File: src/rtl/bus_master_pkg.sv
// Shared types for the 8088 bus master: FSM states, bus cycle kinds, default wait limit.
// Latency: n/a (types and constants only).
// Backpressure: n/a.
package bus_master_pkg;

  // Consecutive wait states tolerated before a cycle is aborted with an error.
  localparam int WAIT_LIMIT_DEFAULT = 15;

  typedef enum logic [2:0] {
    ST_IDLE = 3'd0,
    ST_T1   = 3'd1,
    ST_T2   = 3'd2,
    ST_T3   = 3'd3,
    ST_TW   = 3'd4,
    ST_T4   = 3'd5
  } state_t;

  // Encoded as {io, write} so the two bus attributes can be sliced straight out.
  typedef enum logic [1:0] {
    MEM_RD = 2'b00,
    MEM_WR = 2'b01,
    IO_RD  = 2'b10,
    IO_WR  = 2'b11
  } cycle_t;

  function automatic cycle_t make_cycle(input logic io, input logic write);
    return cycle_t'({io, write});
  endfunction

  function automatic logic cycle_is_write(input cycle_t c);
    return c[0];
  endfunction

  function automatic logic cycle_is_io(input cycle_t c);
    return c[1];
  endfunction

endpackage

File: src/rtl/bus_master_8088.sv
// 8088-style bus master: turns one request into a T1..T4 bus cycle with READY wait states.
// Latency: 4 cycles from acceptance to rsp_valid, +1 per wait state; aborted after WAIT_LIMIT waits.
// Backpressure: req_ready only in IDLE/T4; a request accepted in T4 starts T1 back-to-back.
module bus_master_8088
  import bus_master_pkg::*;
#(
  parameter int WAIT_LIMIT = WAIT_LIMIT_DEFAULT
) (
  input  logic        CLK,
  input  logic        RESET,
  input  logic        req_valid,
  output logic        req_ready,
  input  logic        req_write,
  input  logic        req_io,
  input  logic [19:0] req_addr,
  input  logic [7:0]  req_wdata,
  output logic        rsp_valid,
  output logic [7:0]  rsp_rdata,
  output logic        rsp_err,
  output logic [11:0] A,
  output logic [7:0]  AD_OUT,
  output logic        AD_OE,
  input  logic [7:0]  AD_IN,
  output logic        ALE,
  output logic        RD,
  output logic        WR,
  output logic        DEN,
  output logic        IOM,
  output logic        DTR,
  input  logic        READY
);

  // Counter must hold WAIT_LIMIT itself; keep at least one bit for a zero limit.
  localparam int CW = (WAIT_LIMIT > 0) ? $clog2(WAIT_LIMIT + 1) : 1;

  // The shared AD pins are driven at chip level as AD_OE ? AD_OUT : 'z.

  state_t        state, state_nx;
  cycle_t        cyc_q, cyc_cur;
  logic [19:0]   addr_q, addr_cur;
  logic [7:0]    wdata_q, wdata_cur;
  logic [CW-1:0] wait_cnt;
  logic          accept;
  logic          in_wait;
  logic          abort;
  logic          cur_write;

  assign accept  = req_valid & req_ready;
  assign in_wait = (state == ST_T3) || (state == ST_TW);
  // wait_cnt is zero in T3, so this also covers a limit of zero.
  assign abort   = in_wait & ~READY & (wait_cnt == CW'(WAIT_LIMIT));

  // Request fields seen by the next bus state: fresh ones on acceptance, captured ones otherwise.
  always_comb begin
    cyc_cur   = cyc_q;
    addr_cur  = addr_q;
    wdata_cur = wdata_q;
    if (accept) begin
      cyc_cur   = make_cycle(req_io, req_write);
      addr_cur  = req_addr;
      wdata_cur = req_wdata;
    end
  end

  assign cur_write = cycle_is_write(cyc_cur);

  // Bus cycle sequencing; READY only matters while in T3/TW.
  always_comb begin
    state_nx = state;
    case (state)
      ST_IDLE:      state_nx = accept ? ST_T1 : ST_IDLE;
      ST_T1:        state_nx = ST_T2;
      ST_T2:        state_nx = ST_T3;
      ST_T3, ST_TW: state_nx = (READY || abort) ? ST_T4 : ST_TW;
      ST_T4:        state_nx = accept ? ST_T1 : ST_IDLE;
      default:      state_nx = ST_IDLE;
    endcase
  end

  // State register and request capture at acceptance.
  always_ff @(posedge CLK or negedge RESET) begin
    if (!RESET) begin
      state   <= ST_IDLE;
      cyc_q   <= MEM_RD;
      addr_q  <= '0;
      wdata_q <= '0;
    end else begin
      state <= state_nx;
      if (accept) begin
        cyc_q   <= cyc_cur;
        addr_q  <= addr_cur;
        wdata_q <= wdata_cur;
      end
    end
  end

  // Count consecutive wait states; cleared whenever the cycle leaves T3/TW.
  always_ff @(posedge CLK or negedge RESET) begin
    if (!RESET) begin
      wait_cnt <= '0;
    end else if (in_wait && !READY && !abort) begin
      wait_cnt <= wait_cnt + 1'b1;
    end else begin
      wait_cnt <= '0;
    end
  end

  // Bus pins registered from the state being entered, so they line up with that state.
  always_ff @(posedge CLK or negedge RESET) begin
    if (!RESET) begin
      ALE    <= 1'b0;
      RD     <= 1'b1;
      WR     <= 1'b1;
      DEN    <= 1'b1;
      AD_OE  <= 1'b0;
      DTR    <= 1'b0;
      IOM    <= 1'b0;
      A      <= '0;
      AD_OUT <= '0;
    end else begin
      case (state_nx)
        ST_T1: begin
          ALE    <= 1'b1;
          A      <= addr_cur[19:8];
          AD_OUT <= addr_cur[7:0];
          AD_OE  <= 1'b1;
          IOM    <= cycle_is_io(cyc_cur);
          DTR    <= cur_write;
          RD     <= 1'b1;
          WR     <= 1'b1;
          DEN    <= 1'b1;
        end
        ST_T2, ST_T3, ST_TW: begin
          ALE <= 1'b0;
          DEN <= 1'b0;
          if (cur_write) begin
            AD_OE  <= 1'b1;
            AD_OUT <= wdata_cur;
            WR     <= 1'b0;
            RD     <= 1'b1;
          end else begin
            AD_OE <= 1'b0;
            RD    <= 1'b0;
            WR    <= 1'b1;
          end
        end
        ST_T4: begin
          ALE   <= 1'b0;
          RD    <= 1'b1;
          WR    <= 1'b1;
          DEN   <= 1'b1;
          AD_OE <= cur_write;
        end
        default: begin
          ALE   <= 1'b0;
          RD    <= 1'b1;
          WR    <= 1'b1;
          DEN   <= 1'b1;
          AD_OE <= 1'b0;
        end
      endcase
    end
  end

  // Handshake and response; rsp_rdata/rsp_err only change on the edge entering T4.
  always_ff @(posedge CLK or negedge RESET) begin
    if (!RESET) begin
      req_ready <= 1'b0;
      rsp_valid <= 1'b0;
      rsp_err   <= 1'b0;
      rsp_rdata <= '0;
    end else begin
      req_ready <= (state_nx == ST_IDLE) || (state_nx == ST_T4);
      rsp_valid <= (state_nx == ST_T4);
      if (in_wait && (state_nx == ST_T4)) begin
        if (abort) begin
          rsp_err   <= 1'b1;
          rsp_rdata <= '0;
        end else begin
          rsp_err   <= 1'b0;
          rsp_rdata <= cur_write ? 8'h00 : AD_IN;
        end
      end
    end
  end

endmodule

File: config.mk
export PLATFORM = sky130hd
export DESIGN_NAME = bus_master_8088
export DESIGN_NICKNAME = d
export VERILOG_FILES = /design/src/rtl/bus_master_pkg.sv /design/src/rtl/bus_master_8088.sv
export SDC_FILE = /design/constraint.sdc
export NUM_CORES = 1
export LEC_CHECK = 0
export ABC_AREA = 1
export CAP_MARGIN = 20
export CORE_MARGIN = 1
export CORE_UTILIZATION = 49
export CTS_CLUSTER_DIAMETER = 30
export CTS_CLUSTER_SIZE = 28
export DETAILED_ROUTE_END_ITERATION = 12
export MAX_ROUTING_LAYER = met4
export PLACE_DENSITY = 0.82
export SLEW_MARGIN = 20
export SYNTH_ARGS = -nofsm -noshare
export SYNTH_HDL_FRONTEND = slang
export SYNTH_SLANG_ARGS = --single-unit
File: constraint.sdc
create_clock -name CLK -period 2.25 [get_ports CLK]
set_clock_uncertainty 0.1 [all_clocks]
set_input_delay 0.3375 -clock CLK [delete_from_list [all_inputs] [get_ports CLK]]
set_output_delay 0.3375 -clock CLK [all_outputs]
set_load 0.01 [all_outputs]
**Yosys cells after proc, flatten, opt, wreduce, memory -nomap -nowiden**

Cells that the tools add are included.

- Flip-flop bits (word level): 75
- Bits in latches: 0
- RAM bits: 0
- Memory bits (read-only): 0
- Input bits: 42
- Output and inout port bits: 38
- Memories: 0

- Add/subtract/negate cells: 1
- Multiply operators: 0
- Div/mod/pow operators: 0
- $lt $le $gt $ge: 0
- Eq/ne operators: 12
- Shift-type cells: 0
- Multiplexer cells: 19
- Bitwise logic cells: 4
- Reduce and logical (&&, ||, !) cells: 15

Operator list:

| operator | number |
|---|---|
| two-way mux 8 bit | 4 |
| two-way mux 20 bit | 1 |
| case mux 8 bit (2 select lines) | 1 |
| equality test 3 x 2 -> 1 bit, second input constant | 4 |
| equality test 3 bit, second input constant | 4 |
| case mux 3 bit (4 select lines) | 1 |
| two-way mux 1 bit | 9 |
| equality test 3 x 1 -> 1 bit, second input constant | 2 |
| logical NOT 3 bit | 2 |
| adder 4 x 1 -> 4 bit, second input constant | 1 |
| equality test 4 bit, second input constant | 1 |
| two-way mux 4 bit | 1 |
| OR reduction 2 bit | 2 |
| bitwise AND 1 bit | 3 |
| logical AND 1 bit | 3 |
| logical OR 1 bit | 3 |
| case mux 1 bit (3 select lines) | 1 |
| OR reduction 3 bit | 1 |
| logical NOT 1 bit | 2 |
| two-way mux 2 bit | 1 |
| inequality test 2 bit, second input constant | 1 |
| AND reduction 2 bit | 1 |
| nonzero test 2 bit | 1 |
| inverter 1 bit | 1 |

**Depth between registers and ports, before layout**

Gate-level depths: netlist of run 1.

- Word-level depth: 11
- Depth in mapped cells: 12
- Gate-level depth less buffers: 11

**Least setup slack after synthesis of run 1**

No wires, ideal clock.

- Kind: register -> register
- From: reg state[1]
- To: reg AD_OUT[0]
- Library setup time: 117 ps
- Arrival time: 1,483 ps
- Data required time: 2,033 ps
- Setup slack: 551 ps
- Cell stages (with the launch flop): 13
- Period minus slack after synthesis: 1,699 ps
- Cell sequence: dfrtp_1 > nor2_2 > nand2_1 > nand2_4 > inv_1 > ha_1 > inv_2 > nand2_4 > buf_6 > nand2_1 > nand2_1 > nand2_1 > nand2_1

- Elaborated cells between the ends (all ways): 23
- Those cells by class: eq/ne (10); mux (3); bitwise (2); reduce/logical (8)

RTL lines:

| what | line | text |
|---|---|---|
| from (decl) | bus_master_8088.sv:38 | `state_t state, state_nx;` |
| from (signal assigned) | bus_master_8088.sv:88 | `state <= state_nx;` |
| equality test 3 bit (tied with other cells) | bus_master_8088.sv:70 | `case (state)` |
| OR reduction 2 bit, on equally long branches | n/a |  |
| case mux 3 bit (4 select lines) (*) | bus_master_8088.sv:70 |  |
| net state_nx[2] | bus_master_8088.sv:38 |  |
| equality test 3 x 2 -> 1 bit or equality test 3 bit (tied branches) | bus_master_8088.sv:121 | `case (state_nx)` |
| OR reduction 3 bit | bus_master_8088.sv:121 |  |
| inequality test 2 bit (no line) or nonzero test 2 bit (tied branches) | n/a |  |
| AND reduction 2 bit (no line) | n/a |  |
| to (signal assigned) | bus_master_8088.sv:125 | `AD_OUT <= addr_cur[7:0];` |
| to (signal assigned) | bus_master_8088.sv:138 | `AD_OUT <= wdata_cur;` |
| to (decl) | bus_master_8088.sv:21 | `output logic [7:0] AD_OUT,` |

Mark *: on every way through the listed nets, which the timed path passes. The rest lies on a longest branch.
A chain may end at the register's enable or synchronous reset.

**Final worst setup path of run 1**

- From: reg state[1]
- To: reg AD_OUT[4]

Same word-level chain as after synthesis.

==> impl_metrics.json, run 1 <==
{
  "core_um2": 6060,
  "slew_violations": 0,
  "hold_path_class": "reg2reg",
  "cp.arrival_ps": 2120,
  "synth_edf_count": 0,
  "critPathCaptureType": "flip-flop",
  "worstPathRequired_ps": 2380,
  "synth_seq_cells": 75,
  "cp-start-kind": "flip-flop",
  "synth_area_leaders": "dfrtp_1 57%, nand2_1 14%, nand3_1 7.5%, mux2_1 3.6%, dfstp_2 2.5%",
  "slew_headroom": 0.692,
  "ff2ff_setup_slack_ps": 260,
  "peakVddDrop_mv": 0.770,
  "grt_pass1_wl_um": 10800,
  "p_leak_nw": 2.03,
  "synthCells": 316,
  "finalNetCount": 443,
  "ys_seq_area_frac": 0.599,
  "wire_per_inst_um": 14.1,
  "cts_setup_buffers": 0,
  "dp.cells": 462,
  "switching_share": 0.375,
  "holdPathEnd": "wait_cnt[0]",
  "die_w_um": 82.1,
  "drt-initial-drc-count": 143,
  "syn_area_per_cell_um2": 9.94,
  "cts_max_level": 3,
  "p_switching_mw": 2.16,
  "die_height_um": 82.1,
  "synthArstFlopShare": 1.00,
  "row_count": 28,
  "yosysMostFrequentCell": "nand2_1",
  "setup_viol": 0,
  "die_area_um2": 6730,
  "synth_cell_types": 25,
  "tritoncts": "built",
  "hp-start": "wait_cnt[0]",
  "synth_top_area_frac": 0.574,
  "cts_sinks": 75,
  "ff2ff_path_depth": 11,
  "min_period_over_period": 0.885,
  "worst-setup-path-type": "reg2reg",
  "p_per_area_nw_per_um2": 1370,
  "setup_tns_ps": 0,
  "grtUsageTotal": 0.229,
  "final-instance-count-excl-fill": 479,
  "synthToLayoutAreaGrowth_pct": 33.6,
  "p_comb_frac": 0.428,
  "ioPinCount": 80,
  "maxCapViolCount": 0,
  "finalHoldViolCount": 0,
  "initial_core_util": 0.518,
  "worstMarginPinSlew_ps": 462,
  "wirelength_um": 6750,
  "clock_path_buffers": 2,
  "cts_root_buf": "clkbuf_8",
  "syn_nets": 360,
  "max_freq_ghz": 0.502,
  "grt_pass1_vias": 2315,
  "critical_path.max_fanout": 11,
  "fin_crit_ps": 1990,
  "hold_depth": 1,
  "p_int_mw": 3.60,
  "reg2reg_from": "state[1]",
  "yosysTopAreaCell": "dfrtp_1",
  "ys_warn_count": 0,
  "post_cts_resized": 0,
  "grt_overflow": 0,
  "firstDrtPassIters": 4,
  "clk_latency_ps": 350,
  "synth.cell_area_um2": 3140,
  "synth_common_cells": "120 x nand2_1, 72 x dfrtp_1, 47 x nand3_1",
  "ant_nets": 0,
  "gp_congestion": 0.868,
  "port_buffers": 79,
  "numCtsBuffers": 9,
  "avgViaCountPerCell": 5.03,
  "antenna_found_initial": 0,
  "clkTransAtPathRegs_ps": 80,
  "hpwl_um": 4690,
  "worstReg2RegEnd": "AD_OUT[4]",
  "vias": 2407,
  "seqPwrFrac": 0.386,
  "drive_gt1_frac": 0.114,
  "clockPowerShare": 0.186,
  "grt_max_degree": 42,
  "drc_errors": 0,
  "status": "complete, no violations",
  "synth_ff_type": "dfrtp_1",
  "antennaDiodeCount": 0,
  "rsz0062_at_grt": "no"
}
## flip-flops by register name, indices dropped and copies added (netlist names), 2 cells and up
name,cells
wdata_q,8
wait_cnt,4
rsp_rdata,8
state,3
A,12
AD_OUT,8
addr_q,20
cyc_q,2
## cells in the final DEF (no fill, tap or decap), types with 2 or more instances in the layout
cell type	instances
buf_4	6
clkbuf_8	10
clkdlybuf4s50_1	78
clkinv_4	2
dfrtp_1	72
dfstp_2	3
ha_1	2
inv_1	9
inv_2	4
inv_6	2
mux2_1	10
mux2_2	3
nand2_1	120
nand2_4	5
nand3_1	47
nor2_1	5
o21ai_1	11
o21ai_2	2
## worst max-delay path by stage
stage | startpoint | end | cells after the start
final | state[1] | AD_OUT[4] | 11
after global routing | state[1] | AD_OUT[4] | 11
after CTS | state[2] | AD_OUT[7] | 11
after detailed placement | req_valid | req_ready | 5
after global placement | req_valid | req_ready | 5
after floorplan | state[1] | AD_OUT[0] | 12
## per-layer routing
layer  global-route usage  share of wire  up-vias
met5                    -              0        -
met4               0.0860          0.015        0
met3               0.0589          0.059       11
met2                0.352           0.47       83
met1                0.291           0.45     1132
li1                     -              -     1181
## critical path, cell delays in order, from the launching register on
cell,delay [ps]
dfrtp_1,430
nor2_2,160
nand2_1,110
nand2_4,110
inv_1,60
ha_1,190
inv_2,200
nand2_4,160
nand2_4,160
nand2_4,100
nand2_1,70
nand2_1,50
## cells by family (layout without fill, tap and decap cells)
group | Yosys count | in the layout | synth area share
AND/OR/NAND/NOR | 182 | 182 | 0.263
adder cells (fa/ha/maj) | 2 | 2 | 0.00797
multiplexers | 13 | 13 | 0.0466
buffers and inverters | 27 | 115 | 0.0486
AO/OA/AOI/OAI | 15 | 15 | 0.0295
XOR/XNOR | 2 | 2 | 0.00558
flip-flops | 75 | 75 | 0.599
## power groups by stage
stage | clock network [mW] | logic, mW | registers (mW)
3_3_place_gp | 0 | 2.38 | 2.22
4_1_cts | 1.09 | 2.49 | 2.22
2_1_floorplan | 0 | 1.44 | 2.31
6_report | 1.07 | 2.46 | 2.22
3_5_place_dp | 0 | 2.47 | 2.23
5_1_grt | 1.15 | 2.76 | 2.27
## cell type report
type | count | area, um^2
flip-flops and latches | 75 | 1880
multi-input cells | 214 | 1110
fillers | 470 | 1860
clock buffers | 10 | 138
clock inverters | 6 | 72.6
well taps | 75 | 93.8
repair buffers | 86 | 856
inverters | 13 | 48.8
## metrics by stage
step	setup slack (ps)	instance area [um^2]	total power [mW]	hold slack [ps]	utilization
finish	258	4200	5.76	372	0.692
detailed placement	233	3980	4.70	226	0.656
floorplan	551	3140	3.74	-58.1	-
global route	127	4200	6.18	389	0.692
global placement	250	3980	4.60	221	0.656
CTS	265	4200	5.79	369	0.692
## what timing repair did
action	4_1_cts	5_1_grt
endpoints found under the setup margin	0	0
hold endpoints to repair	32	0
hold buffers	1	0
Power figures use the tool's default switching activity.
==> run 2, diff against run 1 <==
SLEW_MARGIN = 25   (was 20)
==> results of run 2 <==
Same layout as run 1: the final DEF is identical, and so are final timing and power.
==> run 3, diff against run 2 <==
SETUP_SLACK_MARGIN = 0.5   (was unset)
==> run 3 against run 2 <==
  * Flip-flop and latch count unchanged
  * Non-clock buffer count up 17
  * Largest power group unchanged
  * Utilization up 4.0 points
  * Via count up 6.2%
  * Critical path depth up 1
  * Highest routed layer unchanged
  * Wire length up 11%
==> impl_metrics.json, run 3 (same netlist as run 1, synthesis figures left out) <==
{
  "ff2ff_setup_slack_ps": 500,
  "core_um2": 6060,
  "clkTransAtPathRegs_ps": 90,
  "rsz0062_at_grt": "yes",
  "grt_overflow": 0,
  "setup_viol": 0,
  "drive_gt1_frac": 0.173,
  "slew_headroom": 0.685,
  "cts_max_level": 3,
  "drt-initial-drc-count": 187,
  "pre_cts_slack_ps": 233,
  "slew_violations": 0,
  "max_freq_ghz": 0.570,
  "fin_crit_ps": 1750,
  "grt_max_degree": 42,
  "critPathMaxStageDelay_ps": 430,
  "ant_nets": 0,
  "row_count": 28,
  "hpwl_um": 4690,
  "cp.arrival_ps": 1890,
  "synthToLayoutAreaGrowth_pct": 41.4,
  "vias": 2556,
  "grt_pass1_vias": 2393,
  "clock_path_buffers": 2,
  "min_period_over_period": 0.779,
  "drc_errors": 0,
  "numCtsBuffers": 9,
  "largest_register_ffs": 20,
  "post-route-util": 0.733,
  "hold_path_class": "reg2reg",
  "peakVddDrop_mv": 0.890,
  "hold_ws_ps": 373,
  "worstPathRequired_ps": 2380,
  "crit_chain": "nor2_2 -> nand2_2 -> nand2_4 -> inv_2 -> ha_4 -> inv_6 -> nand2_8 -> buf_6 -> nand2_1 -> nand2_1 -> nand2_1 -> nand2_1",
  "final-instance-count-excl-fill": 497,
  "top_regs": "addr_q: 20 flops, A: 12 flops",
  "regMostFlops": "addr_q",
  "tritoncts": "built",
  "clk_latency_ps": 340,
  "critical_path.max_fanout": 7,
  "die_height_um": 82.1,
  "cp-start-kind": "flip-flop",
  "cts_sinks": 75,
  "wire_per_inst_um": 15.1,
  "antennaDiodeCount": 0,
  "port_buffers": 79,
  "die_area_um2": 6730,
  "gp_congestion": 0.868,
  "critPathCaptureType": "flip-flop",
  "cts_root_buf": "clkbuf_8",
  "status": "complete, no violations",
  "wirelength_um": 7490,
  "ioPinCount": 80,
  "mostFrequentLayoutCell": "nand2_1",
  "finalHoldViolCount": 0,
  "initial_core_util": 0.518,
  "p_per_area_nw_per_um2": 1440,
  "antenna_found_initial": 0,
  "maxCapViolCount": 0,
  "p_leak_nw": 2.16,
  "final_cell_mix": "118 x nand2_1, 72 x clkdlybuf4s50_1, 71 x dfrtp_1, 45 x nand3_1, 20 x buf_4",
  "die_w_um": 82.1,
  "finalWorstSetupSlack_ps": 497,
  "fill_cells": 428,
  "dp.cells": 462,
  "crit_top_cell": "nand2_1",
  "grtUsageTotal": 0.236,
  "avgViaCountPerCell": 5.14,
  "crit_path_top_delay_cell": "dfrtp_1",
  "finalNetCount": 461,
  "worstMarginPinSlew_ps": 472,
  "worst-setup-path-type": "reg2reg",
  "grt_pass1_wl_um": 11200,
  "setup_tns_ps": 0,
  "firstDrtPassIters": 4
}
## run 3: changes by cell type in the layout (fill, tap and decap cells not counted), moves of 3 or more
cell,previous run,this run
buf_4,6,20
nand2_8,1,5
clkdlybuf4s50_1,78,72
nand2_4,5,2
buf_6,0,3
dlymetal6s2s_1,0,3
dlygate4sd2_1,0,3
## run 3: final timing paths
path | depth (start not counted) | end | startpoint
worst max-delay path | 12 | AD_OUT[5] | state[1]
min in group asynchronous | 2 | AD_OUT[6] | RESET
max in group asynchronous | 3 | RD | RESET
worst min register to register | 2 | wdata_q[4] | wdata_q[4]
worst max register to register | 12 | AD_OUT[5] | state[1]
worst min-delay path | 2 | wdata_q[4] | wdata_q[4]
## run 3: per-stage QoR
step / instance area (um^2) / power (mW)
2_1_floorplan: 3140 / 3.74
3_3_place_gp: 3980 / 4.60
3_5_place_dp: 3980 / 4.70
4_1_cts: 4300 / 6.05
5_1_grt: 4440 / 6.81
6_report: 4440 / 6.39
## run 3: final cells by class
type | count | area (um^2) | area share
clock buffers | 10 | 138 | 0.0310
clock inverters | 6 | 72.6 | 0.0163
inverters | 13 | 53.8 | 0.0121
multi-input cells | 215 | 1200 | 0.271
flip-flops and latches | 75 | 1880 | 0.424
well taps | 75 | 93.8 | 0.0211
repair buffers | 103 | 998 | 0.225
## run 3: routing by layer
layer / track usage / up-vias / routed length [um]
li1: - / 1217 / -
met3: 0.0567 / 8 / 547
met1: 0.304 / 1214 / 3190
met5: - / - / 0
met2: 0.360 / 117 / 3650
met4: 0.0912 / 0 / 104
## run 3: critical path, delay by kind of cell, from the launching register on
family,cells,cell delay (ps)
buffers and inverters,3,280
adder cells (fa/ha/maj),1,170
AND/OR/NAND/NOR,8,670
flip-flops,1,430
## run 3: repair_timing
item	4_1_cts	5_1_grt
resized for setup	7	23
setup buffers	10	7
endpoints found under the setup margin	12	34
endpoints found under the hold margin	32	0
pin swaps	4	7
gates cloned	1	0
hold buffers	1	0
## run 3: power by group
part,leakage [nW],switching (mW),total (mW),internal (mW)
registers,0.940,0.259,2.20,1.94
logic,1.12,1.67,3.11,1.44
clock network,0.103,0.518,1.07,0.554
